`src/rtl/exe_stage.sv`:
```
// exe_stage: execute stage of the five-stage ARM pipeline.
// Holds the ID/EXE register, the Val2 generator, the ALU, the NZCV status
// register and the EX/MEM register. It also resolves branches for the fetch
// stage.
//
// Ports
//   clk, rst               clock (rising edge), synchronous active-high reset
//   freeze                 holds every internal register (memory stall)
//   flush                  loads a bubble into the ID/EXE register
//   *_in                   decoded bundle coming from ID_STAGE
//   branchTaken/Address    branch resolution toward IF_Stage
//   status                 {N,Z,C,V}, used by ID_STAGE for condition checks
//   aluResult, valRm_out,
//   destination_out, *_out EX/MEM register contents toward the memory stage
module exe_stage #(
  parameter logic [3:0] STATUS_INIT = 4'b0000
) (
  input  logic        clk,
  input  logic        rst,
  input  logic        freeze,
  input  logic        flush,
  input  logic [31:0] pc_in,
  input  logic [31:0] valRn_in,
  input  logic [31:0] valRm_in,
  input  logic [23:0] imm24_in,
  input  logic [11:0] shiftOperand_in,
  input  logic        imm_in,
  input  logic [3:0]  executionCommand_in,
  input  logic [3:0]  destination_in,
  input  logic        writebackEnabled_in,
  input  logic        memoryReadEnabled_in,
  input  logic        memoryWriteEnabled_in,
  input  logic        s_in,
  input  logic        b_in,
  output logic        branchTaken,
  output logic [31:0] branchAddress,
  output logic [3:0]  status,
  output logic [31:0] aluResult,
  output logic [31:0] valRm_out,
  output logic [3:0]  destination_out,
  output logic        writebackEnabled_out,
  output logic        memoryReadEnabled_out,
  output logic        memoryWriteEnabled_out
);

  // ID/EXE register
  logic [31:0] id_pc, id_val_rn, id_val_rm;
  logic [23:0] id_imm24;
  logic [11:0] id_shift_op;
  logic        id_imm, id_wb, id_mem_r, id_mem_w, id_s, id_b;
  logic [3:0]  id_cmd, id_dest;

  always_ff @(posedge clk) begin
    if (rst || (!freeze && flush)) begin
      id_pc       <= '0;
      id_val_rn   <= '0;
      id_val_rm   <= '0;
      id_imm24    <= '0;
      id_shift_op <= '0;
      id_imm      <= 1'b0;
      id_cmd      <= '0;
      id_dest     <= '0;
      id_wb       <= 1'b0;
      id_mem_r    <= 1'b0;
      id_mem_w    <= 1'b0;
      id_s        <= 1'b0;
      id_b        <= 1'b0;
    end else if (!freeze) begin
      id_pc       <= pc_in;
      id_val_rn   <= valRn_in;
      id_val_rm   <= valRm_in;
      id_imm24    <= imm24_in;
      id_shift_op <= shiftOperand_in;
      id_imm      <= imm_in;
      id_cmd      <= executionCommand_in;
      id_dest     <= destination_in;
      id_wb       <= writebackEnabled_in;
      id_mem_r    <= memoryReadEnabled_in;
      id_mem_w    <= memoryWriteEnabled_in;
      id_s        <= s_in;
      id_b        <= b_in;
    end
  end

  function automatic logic [31:0] ror32(input logic [31:0] v, input logic [4:0] n);
    logic [63:0] d;
    d = {v, v} >> n;
    return d[31:0];
  endfunction

  // Val2 generator
  logic [31:0] val2;
  logic [4:0]  sh_amt;
  assign sh_amt = id_shift_op[11:7];

  always_comb begin
    val2 = '0;
    if (id_imm) begin
      val2 = ror32({24'b0, id_shift_op[7:0]}, {id_shift_op[11:8], 1'b0});
    end else if (id_mem_r || id_mem_w) begin
      val2 = {20'b0, id_shift_op};
    end else begin
      unique case (id_shift_op[6:5])
        2'b00:   val2 = id_val_rm << sh_amt;
        2'b01:   val2 = id_val_rm >> sh_amt;
        2'b10:   val2 = $signed(id_val_rm) >>> sh_amt;
        default: val2 = ror32(id_val_rm, sh_amt);
      endcase
    end
  end

  // ALU
  logic [32:0] sum;
  logic [31:0] result;
  logic        c_new, v_new, op_valid;

  always_comb begin
    sum      = '0;
    result   = '0;
    c_new    = status[1];
    v_new    = status[0];
    op_valid = 1'b1;
    unique case (id_cmd)
      4'b0001: result = val2;
      4'b1001: result = ~val2;
      4'b0010, 4'b0011: begin
        sum    = {1'b0, id_val_rn} + {1'b0, val2}
                 + {32'b0, (id_cmd[0] & status[1])};
        result = sum[31:0];
        c_new  = sum[32];
        v_new  = (id_val_rn[31] == val2[31]) && (result[31] != id_val_rn[31]);
      end
      4'b0100, 4'b0101: begin
        sum    = {1'b0, id_val_rn} - {1'b0, val2}
                 - {32'b0, (id_cmd[0] & ~status[1])};
        result = sum[31:0];
        c_new  = ~sum[32];  // carry means no borrow
        v_new  = (id_val_rn[31] != val2[31]) && (result[31] != id_val_rn[31]);
      end
      4'b0110: result = id_val_rn & val2;
      4'b0111: result = id_val_rn | val2;
      4'b1000: result = id_val_rn ^ val2;
      default: op_valid = 1'b0;
    endcase
  end

  always_ff @(posedge clk) begin
    if (rst) begin
      status <= STATUS_INIT;
    end else if (!freeze && id_s && op_valid) begin
      status <= {result[31], (result == 32'b0), c_new, v_new};
    end
  end

  assign branchTaken   = id_b;
  assign branchAddress = id_pc + {{6{id_imm24[23]}}, id_imm24, 2'b00};

  // EX/MEM register
  always_ff @(posedge clk) begin
    if (rst) begin
      aluResult              <= '0;
      valRm_out              <= '0;
      destination_out        <= '0;
      writebackEnabled_out   <= 1'b0;
      memoryReadEnabled_out  <= 1'b0;
      memoryWriteEnabled_out <= 1'b0;
    end else if (!freeze) begin
      aluResult              <= result;
      valRm_out              <= id_val_rm;
      destination_out        <= id_dest;
      writebackEnabled_out   <= id_wb;
      memoryReadEnabled_out  <= id_mem_r;
      memoryWriteEnabled_out <= id_mem_w;
    end
  end

endmodule

```
`config.mk`:
```
export PLATFORM = sky130hd
export DESIGN_NAME = exe_stage
export DESIGN_NICKNAME = d
export VERILOG_FILES = /design/src/rtl/exe_stage.sv
export SDC_FILE = /design/constraint.sdc
export NUM_CORES = 1
export LEC_CHECK = 0
export CORE_ASPECT_RATIO = 1.1
export CORE_MARGIN = 2
export CORE_UTILIZATION = 45
export CTS_CLUSTER_SIZE = 40
export DETAILED_ROUTE_END_ITERATION = 8
export PLACE_DENSITY = 0.66
export SYNTH_ARGS = -nofsm -noshare
export SYNTH_HDL_FRONTEND = slang
export SYNTH_SLANG_ARGS = --single-unit
export TNS_END_PERCENT = 5
```
`constraint.sdc`:
```
create_clock -name clk -period 18 [get_ports clk]
set_input_delay 2.7 -clock clk [delete_from_list [all_inputs] [get_ports clk]]
set_output_delay 2.7 -clock clk [all_outputs]
set_load 0.05 [all_outputs]
```
# == Yosys cells after proc, flatten, opt, wreduce, memory -nomap -nowiden ==
# Index checks and enable logic that the tools add are counted.
# totals
elab_cells,76
inputBits,150
output_inout_bits,108
reg_bits,221
# classes
reduce_logical,15
n_eq_ne,15
bitwise_logic,8
n_mux,7
shifts,5
n_addsub,5
# op_table
operator,n
$pmux 32 s7,1
$pmux 32 s3,1
$mux 32,2
$shr 64x5->32,1
$shr 40x5->32,1
$add 32x32->33,1
$add 33x1->33,1
$sub 32x32->33,1
$sub 33x1->33,1
$add 32x32->32,1
$and 32x32->32,1
$logic_not 32->1,1
$not 32->32,1
$or 32x32->32,1
$shl 32x5->32,1
$shr 32x5->32,1
$sshr 32x5->32,1
$xor 32x32->32,1
$eq 4x3->1 const B,4
$reduce_or 9->1,1
$eq 4x2->1 const B,2
$eq 4x4->1 const B,2
$logic_and 1x1->1,5
$eq 4x1->1 const B,1
other kinds (14),21

# == Longest topological paths before layout ==
# logic_depth
depth_word,9
depth_mapped,30
depth_no_buf,23

# == Worst setup path after synthesis ==
# No wires, ideal clock.
# synth_path
kind,flip-flop to output port
start,reg id_pc[2]
end,out branchAddress[30]
n_path_buf,0
stages_incl_launch_ff,16
t_required_ns,15.300
t_arrival_ns,3.687
path_slack_ns,11.613
path_cell_list,dfxtp_1 ha_1 inv_1 fa_1 nor2b_1 o21ai_0 a21boi_0 o41a_1 a41oi_1 a21oi_1 a311oi_1 o41ai_1 nand4_1 nand4b_1 a21oi_1 xnor2_1
# synth_via
elab_chain_cells,1
# synth_rtl
element,line_no,rtl
"start, declared",47,"logic [31:0] id_pc, id_val_rn, id_val_rm;"
"start signal, assigned",69,id_pc <= pc_in;
$add 32x32->32,156,"assign branchAddress = id_pc + {{6{id_imm24[23]}}, id_imm24, 2'b00};"
"end, declared",36,"output logic [31:0] branchAddress,"
# No other way between the ends.

# == Final worst setup path ==
# layout_path
start,reg id_shift_op[8]
end,reg status[2]
# layout_via
elab_chain_cells,8
elab_cells_between_ends,18
classes_between,add/sub (4); shift (5); mux (4); bitwise (4); reduce/logical (1)
# layout_rtl
element,line_no,rtl
"start, declared",49,logic [11:0] id_shift_op;
"start signal, assigned",73,id_shift_op <= shiftOperand_in;
$shr 64x5->32 (tied with other cells),87,"d = {v, v} >> n;"
$pmux 32 s3,103,unique case (id_shift_op[6:5])
$mux 32,100,end else if (id_mem_r || id_mem_w) begin
$mux 32 *,98,if (id_imm) begin
$sub 32x32->33 / $add 32x32->33 (equally long branches),"134, 127",
$sub 33x1->33 / $add 33x1->33 (equally long branches),"135, 128",
$pmux 32 s7 *,123,unique case (id_cmd)
$logic_not 32->1 *,151,"status <= {result[31], (result == 32'b0), c_new, v_new};"
"end signal, assigned",151,
"end, declared",37,"output logic [3:0] status,"
# Every way passes the cells marked *; elsewhere a longest branch is shown, timed or not.
# A chain may end at the register's enable or synchronous reset.

==> flow_summary_export.csv <==
group,metric,value,unit
status,status,"finished clean",
sta,fin_ws,9590,ps
routing,via_count,23200,
clocking,clk_latency,580,ps
sta,rsz0062_at_grt,"false",
power,powerDensity,75.9,mW/mm^2
sta,worst_pin_slew,1170,ps
logic_synthesis,synth_cells,2786,
clocking,post_cts_buffers,0,
grt,grt_max_degree,79,
sta,fin_setup_tns,0,ps
grt,grt_usage,37.2,%
logic_synthesis,synth_area_leaders,"dfxtp_1 20%, mux2i_1 12%, ha_1 8.6%",
floorplanning,core_area,0.0491,mm^2
routing,viasPerCell,6.48,
routing,wl_per_cell,27.7,um
sta,fin_worst_hold_slack,469,ps
logic_synthesis,synth_edf_count,0,
routing,ant_nets,0,
final_layout,antenna_cells,0,
logic_synthesis,async_reset_ff_share,0,%
placed_design,gp_congestion,1.07,
power,fin_total_pwr,1.99,mW
floorplanning,start_util,45.7,%
routing,drcViolationCount,0,
sta,hold_viol,0,
critical_path,path_class,"register to register",
logic_synthesis,yosysTopAreaCell,"dfxtp_1",
grt,grt-ovfl-total,0,
clocking,cts_buffers,26,
sta,slew_headroom,21.6,%
logic_synthesis,syn_nets,3095,
routing,drt_iter0_drc,2272,
grt,grt_pass1_wl,146000,um
placed_design,hpwl,74800,um
floorplanning,ios,258,
hold_path,hp-class,"register to register",
critical_path,crit_chain,"buf_4 -> mux4_2 -> mux2_2 -> nand3_1 -> a31oi_1 -> o32a_1 -> xor2_1 -> ha_1 -> inv_1 -> ha_1 -> or2_2 -> fa_1 -> nand2b_1 -> a2111oi_1 -> nor3_1 -> o211a_1 -> or2_1 -> a211oi_1 -> o21ai_0 -> mux2i_1 -> or4_1 -> nor4_1 -> nand4_1 -> nand2_1",
logic_synthesis,ys_seq_elements,221,
logic_synthesis,synth.cell_area,0.0225,mm^2
logic_synthesis,ys_seq_area_share,19.7,%
sta,skew,18.6,ps
clocking,cts_resized,0,
critical_path,critPathLaunchType,"register",
logic_synthesis,syn_avg_cell_area,8.07,um^2
floorplanning,rows,85,
clocking,clockBufferDepth,3,
critical_path,worstPathRequired,18520,ps
routing,wl,99200,um
sta,maxSlewViolCount,0,
critical_path,end_kind,"register",
routing,firstDrtPassIters,9,
run,drv_cap,0,
sta,max_freq,119,MHz
final_layout,num-nets-final,3226,
clocking,clock_sinks,221,
critical_path,cp_common_cell,"ha_1",
placed_design,port_buffers,257,
critical_path,critPathMaxFanout,52,
sta,post-route-period-util,46.7,%
critical_path,slowest_delay,740,ps
logic_synthesis,yosys_warnings,0,
placed_design,place_ws,9810,ps
final_layout,stdcell_count,3585,
placed_design,place_inst,3541,
sta,fin_crit,8410,ps
clocking,cts_tree,"built",
final_layout,area_delta_synth_final,16.5,%
floorplanning,die_width,217,um
floorplanning,die_area,0.0518,mm^2
sta,finalSetupViolCount,0,
final_layout,fillCellCount,4651,
power,p_leak,10.7,nW
logic_synthesis,yosysTopAreaCellShare,19.7,%
critical_path,cp_slowest_cell,"dfxtp_4",
clocking,clk_pin_slew,60,ps
clocking,htreeDepth,1,
grt,first_global_vias,22700,
clocking,cts_root_buf,"clkbuf_16",
final_layout,drive_gt1_share,9.14,%
grt,antenna_found_initial,4,
power,ir_drop,74.5,uV
floorplanning,die_y,238,um
logic_synthesis,synthFlopType,"dfxtp_1",
logic_synthesis,synth.distinct_cells,98,
critical_path,arrival,8930,ps
clocking,cts_hold_repair.buffers,0,
cell usage in the layout, fill, tap and decap left out, types with 37 or more instances in the layout:
cell / netlist / layout
o21ai_0: 118 / 118
inv_1: 166 / 166
a21oi_1: 149 / 149
nor3_1: 46 / 45
o22ai_1: 37 / 37
nor2_1: 387 / 386
mux4_2: 80 / 80
buf_4: 24 / 59
nand2_1: 195 / 195
mux2i_1: 276 / 276
xnor2_1: 67 / 67
nand3_1: 55 / 55
ha_1: 155 / 155
dfxtp_1: 221 / 214
clkdlybuf4s50_1: 0 / 255
report_power, final:
group          internal [mW]  switching (mW)  leakage (nW)
registers              0.514          0.0406          1.81
clock network          0.299           0.221         0.397
logic                  0.345           0.568          8.52
total                   1.16           0.830          10.7
sequential cells by signal, summed over array words and instances, names as in the netlist, 4 cells and up:
signal / flops
aluResult: 32
id_imm24: 24
id_pc: 32
status: 4
valRm_out: 32
id_val_rn: 32
id_cmd: 4
destination_out: 4
id_val_rm: 32
id_shift_op: 12
id_dest: 4
per-layer routing:
layer | track usage (%) | share of wire, % | vias up
li1 | - | - | 10400
met1 | 44.3 | 37 | 11100
met2 | 61.7 | 46 | 1368
met3 | 7.56 | 9.3 | 358
met4 | 22.7 | 7.0 | 6
met5 | 0 | 0.043 | -
cells by family after synthesis:
| kind of cell | synth area share [%] |
|---|---|
| AND/OR/NAND/NOR | 17.7 |
| buffers and inverters | 7.19 |
| flip-flops | 19.7 |
| AO/OA/AOI/OAI | 20.4 |
| XOR/XNOR | 3.39 |
| multiplexers | 22.6 |
| adder cells (fa/ha/maj) | 8.98 |
per-stage QoR:
step | utilization [%] | cell area (um^2)
final | 53.3 | 26200
after CTS | 53.3 | 26200
after floorplan | - | 22500
after global placement | 51.6 | 25400
after detailed placement | 51.6 | 25400
after global routing | 53.3 | 26200
worst paths after layout:
path	startpoint	to	slack (ps)	cells past startpoint
max	id_shift_op[8]$_SDFFE_PP0N_	status[2]$_SDFFE_PP0P_	9590	24
min	aluResult[26]$_SDFFE_PP0N_	aluResult[26]$_SDFFE_PP0N_	470	2
max reg2reg	id_shift_op[8]$_SDFFE_PP0N_	status[2]$_SDFFE_PP0P_	9590	24
min reg2reg	aluResult[26]$_SDFFE_PP0N_	aluResult[26]$_SDFFE_PP0N_	470	2
worst max-delay path: cells and delay by family (launching register included):
| kind | cells | cell delay [ps] |
|---|---|---|
| AOI/OAI and AO/OA | 6 | 2270 |
| and+or+nand+nor | 9 | 2170 |
| adders and majority gates | 3 | 970 |
| muxes | 3 | 1160 |
| xor gates and xnor gates | 1 | 210 |
| buffers and inverters | 2 | 790 |
| DFF | 1 | 740 |
cell usage after synthesis (8+ instances only):
cell type / count
a211oi_1: 32
a21o_1: 36
a21oi_1: 149
a221oi_1: 16
a22oi_1: 11
a311oi_1: 8
a31oi_1: 27
and2_1: 18
and3_1: 12
buf_1: 20
buf_2: 27
buf_4: 24
clkbuf_1: 133
dfxtp_1: 221
ha_1: 155
inv_1: 166
mux2_2: 34
mux2i_1: 276
mux4_2: 80
nand2_1: 195
nand2b_1: 29
nand3_1: 55
nand4_1: 19
nor2_1: 387
nor2b_1: 24
nor3_1: 46
nor3b_1: 9
nor4_1: 14
o2111ai_1: 8
o211ai_1: 29
o21a_1: 15
o21ai_0: 118
o21bai_1: 12
o221ai_1: 25
o22ai_1: 37
o31ai_1: 20
or2_2: 16
or3_1: 22
xnor2_1: 67
xor2_1: 20
final cells by class:
type                    instances  area, um^2  area share (%)
clock inverters                 7        80.1           0.306
inverters                     168         631            2.41
flip-flops and latches        221        4450            17.0
repair buffers                315        3010            11.5
multi-input cells            2185       16500            62.9
well taps                     652         816            3.12
clock buffers                  37         742            2.83
Note: power is estimated with default switching activity, not from simulation.
